[config.mk]
export PLATFORM = sky130hd
export DESIGN_NAME = itlb_tag_array
export DESIGN_NICKNAME = d
export VERILOG_FILES = /design/src/rtl/itlb_tag_array.sv
export SDC_FILE = /design/constraint.sdc
export NUM_CORES = 1
export LEC_CHECK = 0
export CAP_MARGIN = 5
export CELL_PAD_IN_SITES_DETAIL_PLACEMENT = 0
export CELL_PAD_IN_SITES_GLOBAL_PLACEMENT = 1
export CORE_MARGIN = 2
export CORE_UTILIZATION = 53
export DETAILED_ROUTE_END_ITERATION = 16
export PLACE_DENSITY_LB_ADDON = 0.1
export SETUP_SLACK_MARGIN = 0.3
export SLEW_MARGIN = 20
export SYNTH_ARGS = -nofsm -noshare
export SYNTH_HDL_FRONTEND = slang
export SYNTH_SLANG_ARGS = --single-unit
[constraint.sdc]
create_clock -name clk_i -period 16.1 [get_ports clk_i]
set_input_delay 1.61 -clock clk_i [delete_from_list [all_inputs] [get_ports clk_i]]
set_output_delay 1.61 -clock clk_i [all_outputs]
set_load 0.01 [all_outputs]
[src/rtl/itlb_tag_array.sv]
// Fully-associative ITLB tag store: combinational lookup, fill/flush state visible the cycle after the edge.
// Flush has priority: fill_ready_o drops while flush_valid_i is high, and a held fill waits; flush_done_o pulses one cycle later.
module itlb_tag_array #(
  parameter int ENTRIES = 8,
  parameter int ASID_WD = 9,
  parameter int VPN1_WD = 10,
  parameter int VPN0_WD = 10,
  localparam int IDX_WD = $clog2(ENTRIES),
  localparam int VPN_WD = VPN1_WD + VPN0_WD
) (
  input  logic              clk_i,
  input  logic              rst_i,
  input  logic [ASID_WD-1:0] lkp_asid_i,
  input  logic [VPN_WD-1:0]  lkp_vpn_i,
  output logic              hit_o,
  output logic [IDX_WD-1:0] hit_idx_o,
  input  logic              fill_valid_i,
  output logic              fill_ready_o,
  input  logic [ASID_WD-1:0] fill_asid_i,
  input  logic [VPN_WD-1:0]  fill_vpn_i,
  input  logic              fill_g_i,
  input  logic              fill_super_i,
  output logic [IDX_WD-1:0] fill_idx_o,
  input  logic              flush_valid_i,
  input  logic              flush_asid_en_i,
  input  logic              flush_vpn_en_i,
  input  logic [ASID_WD-1:0] flush_asid_i,
  input  logic [VPN_WD-1:0]  flush_vpn_i,
  output logic              flush_done_o
);

  typedef struct packed {
    logic [ASID_WD-1:0] asid;
    logic [VPN1_WD-1:0] vpn1;
    logic [VPN0_WD-1:0] vpn0;
    logic               g;
    logic               sup;
  } tag_t;

  tag_t              tag_q [ENTRIES];
  logic [ENTRIES-1:0] valid_q;
  logic [IDX_WD-1:0]  rr_q;
  logic               flush_done_q;

  logic [ENTRIES-1:0] lkp_match, fill_match, flush_match;
  logic               fill_hit, any_inv, fill_fire, rr_adv;
  logic [IDX_WD-1:0]  lkp_idx, fill_hit_idx, inv_idx, fill_tgt;

  always_comb begin
    lkp_match    = '0;
    fill_match   = '0;
    flush_match  = '0;
    lkp_idx      = '0;
    fill_hit_idx = '0;
    inv_idx      = '0;
    for (int i = 0; i < ENTRIES; i++) begin
      logic vpn_m, asid_m;
      lkp_match[i] = valid_q[i] & (tag_q[i].g | (tag_q[i].asid == lkp_asid_i))
                   & (tag_q[i].vpn1 == lkp_vpn_i[VPN_WD-1:VPN0_WD])
                   & (tag_q[i].sup | (tag_q[i].vpn0 == lkp_vpn_i[VPN0_WD-1:0]));
      fill_match[i] = valid_q[i] & (tag_q[i].g | (tag_q[i].asid == fill_asid_i))
                    & (tag_q[i].vpn1 == fill_vpn_i[VPN_WD-1:VPN0_WD])
                    & (tag_q[i].sup | (tag_q[i].vpn0 == fill_vpn_i[VPN0_WD-1:0]));
      vpn_m  = (tag_q[i].vpn1 == flush_vpn_i[VPN_WD-1:VPN0_WD])
             & (tag_q[i].sup | (tag_q[i].vpn0 == flush_vpn_i[VPN0_WD-1:0]));
      asid_m = ~tag_q[i].g & (tag_q[i].asid == flush_asid_i);
      case ({flush_asid_en_i, flush_vpn_en_i})
        2'b00:   flush_match[i] = 1'b1;
        2'b10:   flush_match[i] = asid_m;
        2'b01:   flush_match[i] = vpn_m;
        default: flush_match[i] = asid_m & vpn_m;
      endcase
    end
    // Descending scan so the lowest index wins.
    for (int i = ENTRIES - 1; i >= 0; i--) begin
      if (lkp_match[i])  lkp_idx      = IDX_WD'(i);
      if (fill_match[i]) fill_hit_idx = IDX_WD'(i);
      if (!valid_q[i])   inv_idx      = IDX_WD'(i);
    end
  end

  assign hit_o     = |lkp_match;
  assign hit_idx_o = lkp_idx;

  assign fill_hit     = |fill_match;
  assign any_inv      = ~&valid_q;
  assign fill_tgt     = fill_hit ? fill_hit_idx : (any_inv ? inv_idx : rr_q);
  assign fill_ready_o = ~flush_valid_i;
  assign fill_idx_o   = fill_tgt;
  assign fill_fire    = fill_valid_i & fill_ready_o;
  assign rr_adv       = fill_fire & ~fill_hit & ~any_inv;
  assign flush_done_o = flush_done_q;

  always_ff @(posedge clk_i or posedge rst_i) begin
    if (rst_i) begin
      valid_q      <= '0;
      rr_q         <= '0;
      flush_done_q <= 1'b0;
      for (int i = 0; i < ENTRIES; i++) tag_q[i] <= '0;
    end else begin
      flush_done_q <= flush_valid_i;
      if (flush_valid_i) begin
        valid_q <= valid_q & ~flush_match;
      end else if (fill_fire) begin
        valid_q[fill_tgt] <= 1'b1;
        tag_q[fill_tgt]   <= '{asid: fill_asid_i,
                               vpn1: fill_vpn_i[VPN_WD-1:VPN0_WD],
                               vpn0: fill_vpn_i[VPN0_WD-1:0],
                               g:    fill_g_i,
                               sup:  fill_super_i};
      end
      if (rr_adv) rr_q <= rr_q + IDX_WD'(1);
    end
  end

endmodule

==> results.sh <==
export IMPL_run_status="finished, final reports clean"
export IMPL_worst_slew_pin_transition_ns=1.165
export IMPL_overflow=0
export IMPL_yosysWarnings=0
export IMPL_die_w_um=193.5
export IMPL_timing_final_crit_share=0.4736
export IMPL_grt_first_pass_wirelength_um=97210
export IMPL_comb_power_share=0.348
export IMPL_netlist_area_sq_um=19020
export IMPL_worst_clock_skew_ns=0.01427
export IMPL_slew_viol_final=0
export IMPL_rows=69
export IMPL_seq_power_share=0.395
export IMPL_antenna_violations_before_repair=1
export IMPL_power_per_cell_area_nw_per_um2=138.2
export IMPL_routed_via_count=14110
export IMPL_post_cts_hold_buffer_count=0
export IMPL_synth_async_sr_flop_share=1.000
export IMPL_seq_area_frac_synth=0.3420
export IMPL_largest_net_degree_at_the_start_of_global_routing=131
export IMPL_design_die_area_sq_um=37430
export IMPL_routed_wl_um=64820
export IMPL_ratio_of_cells_with_drive_above_1_in_the_final_layout=0.1264
export IMPL_critPathCaptureType="output pin"
export IMPL_finalSetupTns_ns=0
export IMPL_routabilityCongestion=0.9535
export IMPL_route_detailed_drc=0
export IMPL_timing_critical_path_fanout_max=34
export IMPL_clk_pin_slew_ns=0.06
export IMPL_grt_pass1_vias=14460
export IMPL_ys_ff_latch=260
export IMPL_dr_pass1_iters=5
export IMPL_floorplan_core_area_sq_um=35480
export IMPL_syn2layout_area_growth_pct=10.29
export IMPL_cts_num_sinks=260
export IMPL_wl_per_cell_um=28.91
export IMPL_synth_nets=1865
export IMPL_setup_viol=0
export IMPL_power_switching_fraction=0.3776
export IMPL_synth_edff_count=0
export IMPL_cts_setup_buffers=0
export IMPL_worstPathRequired_ns=14.49
export IMPL_relSlewSlack=0.2160
export IMPL_clkLatencyLatePin_ns=0.59
export IMPL_kind_of_start_point_of_the_critical_path="input port"
export IMPL_power_share_clock=0.257
export IMPL_postSynthCellCount=1769
export IMPL_ys_dominant_reg_cell="sky130_fd_sc_hd__dfrtp_1"
export IMPL_final_net_count=1855
export IMPL_worstPathArrival_ns=6.01
export IMPL_vias_per_cell=6.291
export IMPL_cell_chosen_for_the_clock_root="sky130_fd_sc_hd__clkbuf_16"
export IMPL_timing_setup_critical_path_class="input port to output pin"
export IMPL_p_leak_nw=8.842
export IMPL_finalWorstPathRequiredPeriod_ns=7.625
export IMPL_tritoncts="built"
export IMPL_initial_core_util=0.5362
export IMPL_portBuffers=103
export IMPL_die_height_um=193.5
export IMPL_numCtsBuffers=31
export IMPL_average_size_of_a_mapped_cell_sq_um=10.75
export IMPL_rsz_0062_raised_after_global_routing="no"
export IMPL_hold_wc_path_type="flip-flop to flip-flop"
export IMPL_drt_antenna_violating_nets=0
export IMPL_cts_resized=0
export IMPL_globalRouteTotalUtil=0.3448
export IMPL_p_int_mw=1.805
export IMPL_clock_fmax_ghz=0.1312
export IMPL_max_capacitance_violation_count=0
export IMPL_synthDistinctLibCells=58
export IMPL_h_tree_depth=1
export IMPL_postLayoutCoreUtil=0.5913
export IMPL_drt_iter0_markers=1283
export IMPL_maximum_clock_path_buffer_count=3
export IMPL_report_final_hold_viol_count=0
export IMPL_vdd_ir_drop_max_uv=130.5
export IMPL_power_switching_mw=1.095
export IMPL_ioPinCount=104
export IMPL_detailed_place_hpwl_um=44630
==> registers in the layout (all words and copies together) (netlist names) <==
signal        cells
flush_done_o      1
rr_q              3
tag_q           248
valid_q           8
==> cell type report <==
class / count / area [sq um]
Inverter: 8 / 37.54
Clock inverter: 15 / 217.7
Fill cell: 2930 / 14500
Antenna cell: 1 / 2.502
Clock buffer: 39 / 845.8
Tap cell: 461 / 576.8
Timing Repair Buffer: 119 / 1151
Sequential cell: 260 / 6506
Multi-Input combinational cell: 1339 / 11640
==> power groups by stage <==
| stage | clock network, mW | logic (mW) | registers (mW) |
|---|---|---|---|
| 2_1_floorplan | 0 | 0.801 | 1.05 |
| 3_3_place_gp | 0 | 0.980 | 1.14 |
| 3_5_place_dp | 0 | 0.998 | 1.14 |
| 4_1_cts | 0.756 | 1.00 | 1.13 |
| 5_1_grt | 0.780 | 1.09 | 1.17 |
| 6_report | 0.747 | 1.01 | 1.15 |
==> synthesized netlist by cell type (17+ instances only) <==
master	instances	area, sq um
sky130_fd_sc_hd__a41oi_1	24	210.2
sky130_fd_sc_hd__buf_1	17	63.81
sky130_fd_sc_hd__buf_2	59	295.3
sky130_fd_sc_hd__buf_6	19	214.0
sky130_fd_sc_hd__clkbuf_1	58	217.7
sky130_fd_sc_hd__dfrtp_1	260	6506
sky130_fd_sc_hd__mux2_1	46	518.0
sky130_fd_sc_hd__mux2_2	36	405.4
sky130_fd_sc_hd__mux2_4	74	1111
sky130_fd_sc_hd__nand2_1	46	172.7
sky130_fd_sc_hd__nand3_1	17	85.08
sky130_fd_sc_hd__nand4_1	82	513.0
sky130_fd_sc_hd__nor4_1	97	606.8
sky130_fd_sc_hd__o2bb2ai_1	64	560.5
sky130_fd_sc_hd__o2bb2ai_2	29	435.4
sky130_fd_sc_hd__xnor2_1	336	2943
sky130_fd_sc_hd__xor2_1	362	3171
==> metrics by stage <==
stage	instance area (sq um)	power, mW	hold slack (ns)	std cells	setup WS (ns)
2_1_floorplan	19020	1.848	0.4423	1769	7.335
3_3_place_gp	19920	2.122	0.4649	2187	8.560
3_5_place_dp	19920	2.137	0.4635	2187	8.568
4_1_cts	20980	2.892	0.4773	2241	8.560
5_1_grt	20980	3.037	0.4831	2241	8.326
6_report	20980	2.900	0.4769	2242	8.475
==> cell usage in the layout, fill, tap and decap left out, types with 9 or more instances in the layout <==
cell / instances
sky130_fd_sc_hd__mux2_2: 36
sky130_fd_sc_hd__nand3_1: 17
sky130_fd_sc_hd__o21ai_0: 12
sky130_fd_sc_hd__o2bb2ai_1: 64
sky130_fd_sc_hd__nor4_1: 97
sky130_fd_sc_hd__nand4_1: 82
sky130_fd_sc_hd__a31oi_1: 9
sky130_fd_sc_hd__buf_4: 16
sky130_fd_sc_hd__mux2_4: 74
sky130_fd_sc_hd__xor2_1: 362
sky130_fd_sc_hd__o2bb2ai_2: 29
sky130_fd_sc_hd__nand2_1: 46
sky130_fd_sc_hd__or4_1: 12
sky130_fd_sc_hd__nor3_1: 15
sky130_fd_sc_hd__clkbuf_16: 31
sky130_fd_sc_hd__dfrtp_1: 260
sky130_fd_sc_hd__a41oi_1: 24
sky130_fd_sc_hd__nor2_1: 12
sky130_fd_sc_hd__mux2_1: 46
sky130_fd_sc_hd__clkdlybuf4s50_1: 103
sky130_fd_sc_hd__xnor2_1: 336
==> final timing paths <==
kind                                startpoint            end  slack (ns)  cells after the start
worst max-delay path            fill_asid_i[0]  fill_idx_o[0]        8.48                     10
max in group asynchronous                rst_i     tag_q[177]       12.16                      4
min in group asynchronous                rst_i      tag_q[43]        1.61                      2
worst min-delay path                   rr_q[2]        rr_q[2]        0.48                      1
worst min register to register         rr_q[2]        rr_q[2]        0.48                      1
worst max register to register      tag_q[153]      tag_q[17]       11.82                     10
==> metal layers <==
metal | routed length, um | part of all wire | track usage
met1 | 27330 | 0.42 | 0.4720
met2 | 29210 | 0.45 | 0.5373
met3 | 5064 | 0.078 | 0.05823
met4 | 3208 | 0.049 | 0.1547
met5 | 0 | 0 | 0
==> worst max-delay path: stages <==
cell and delay, ns:
sky130_fd_sc_hd__clkdlybuf4s50_1 1.08, sky130_fd_sc_hd__xor2_1 0.21, sky130_fd_sc_hd__nor4_1 0.08, sky130_fd_sc_hd__a41oi_1 0.50, sky130_fd_sc_hd__nor3_2 0.17, sky130_fd_sc_hd__nor4_2 0.64
sky130_fd_sc_hd__nand2_2 0.17, sky130_fd_sc_hd__mux2i_4 0.26, sky130_fd_sc_hd__inv_2 0.59, sky130_fd_sc_hd__clkdlybuf4s50_1 0.67
==> kinds of logic after synthesis <==
family	share of synthesized area
buf+inv	0.04670
flops	0.3420
mux	0.1081
xor+xnor	0.3213
simple gates	0.09760
compound gates	0.08359
fa+ha+maj	0.0006576
No activity file was read; power rests on OpenSTA's default activity.
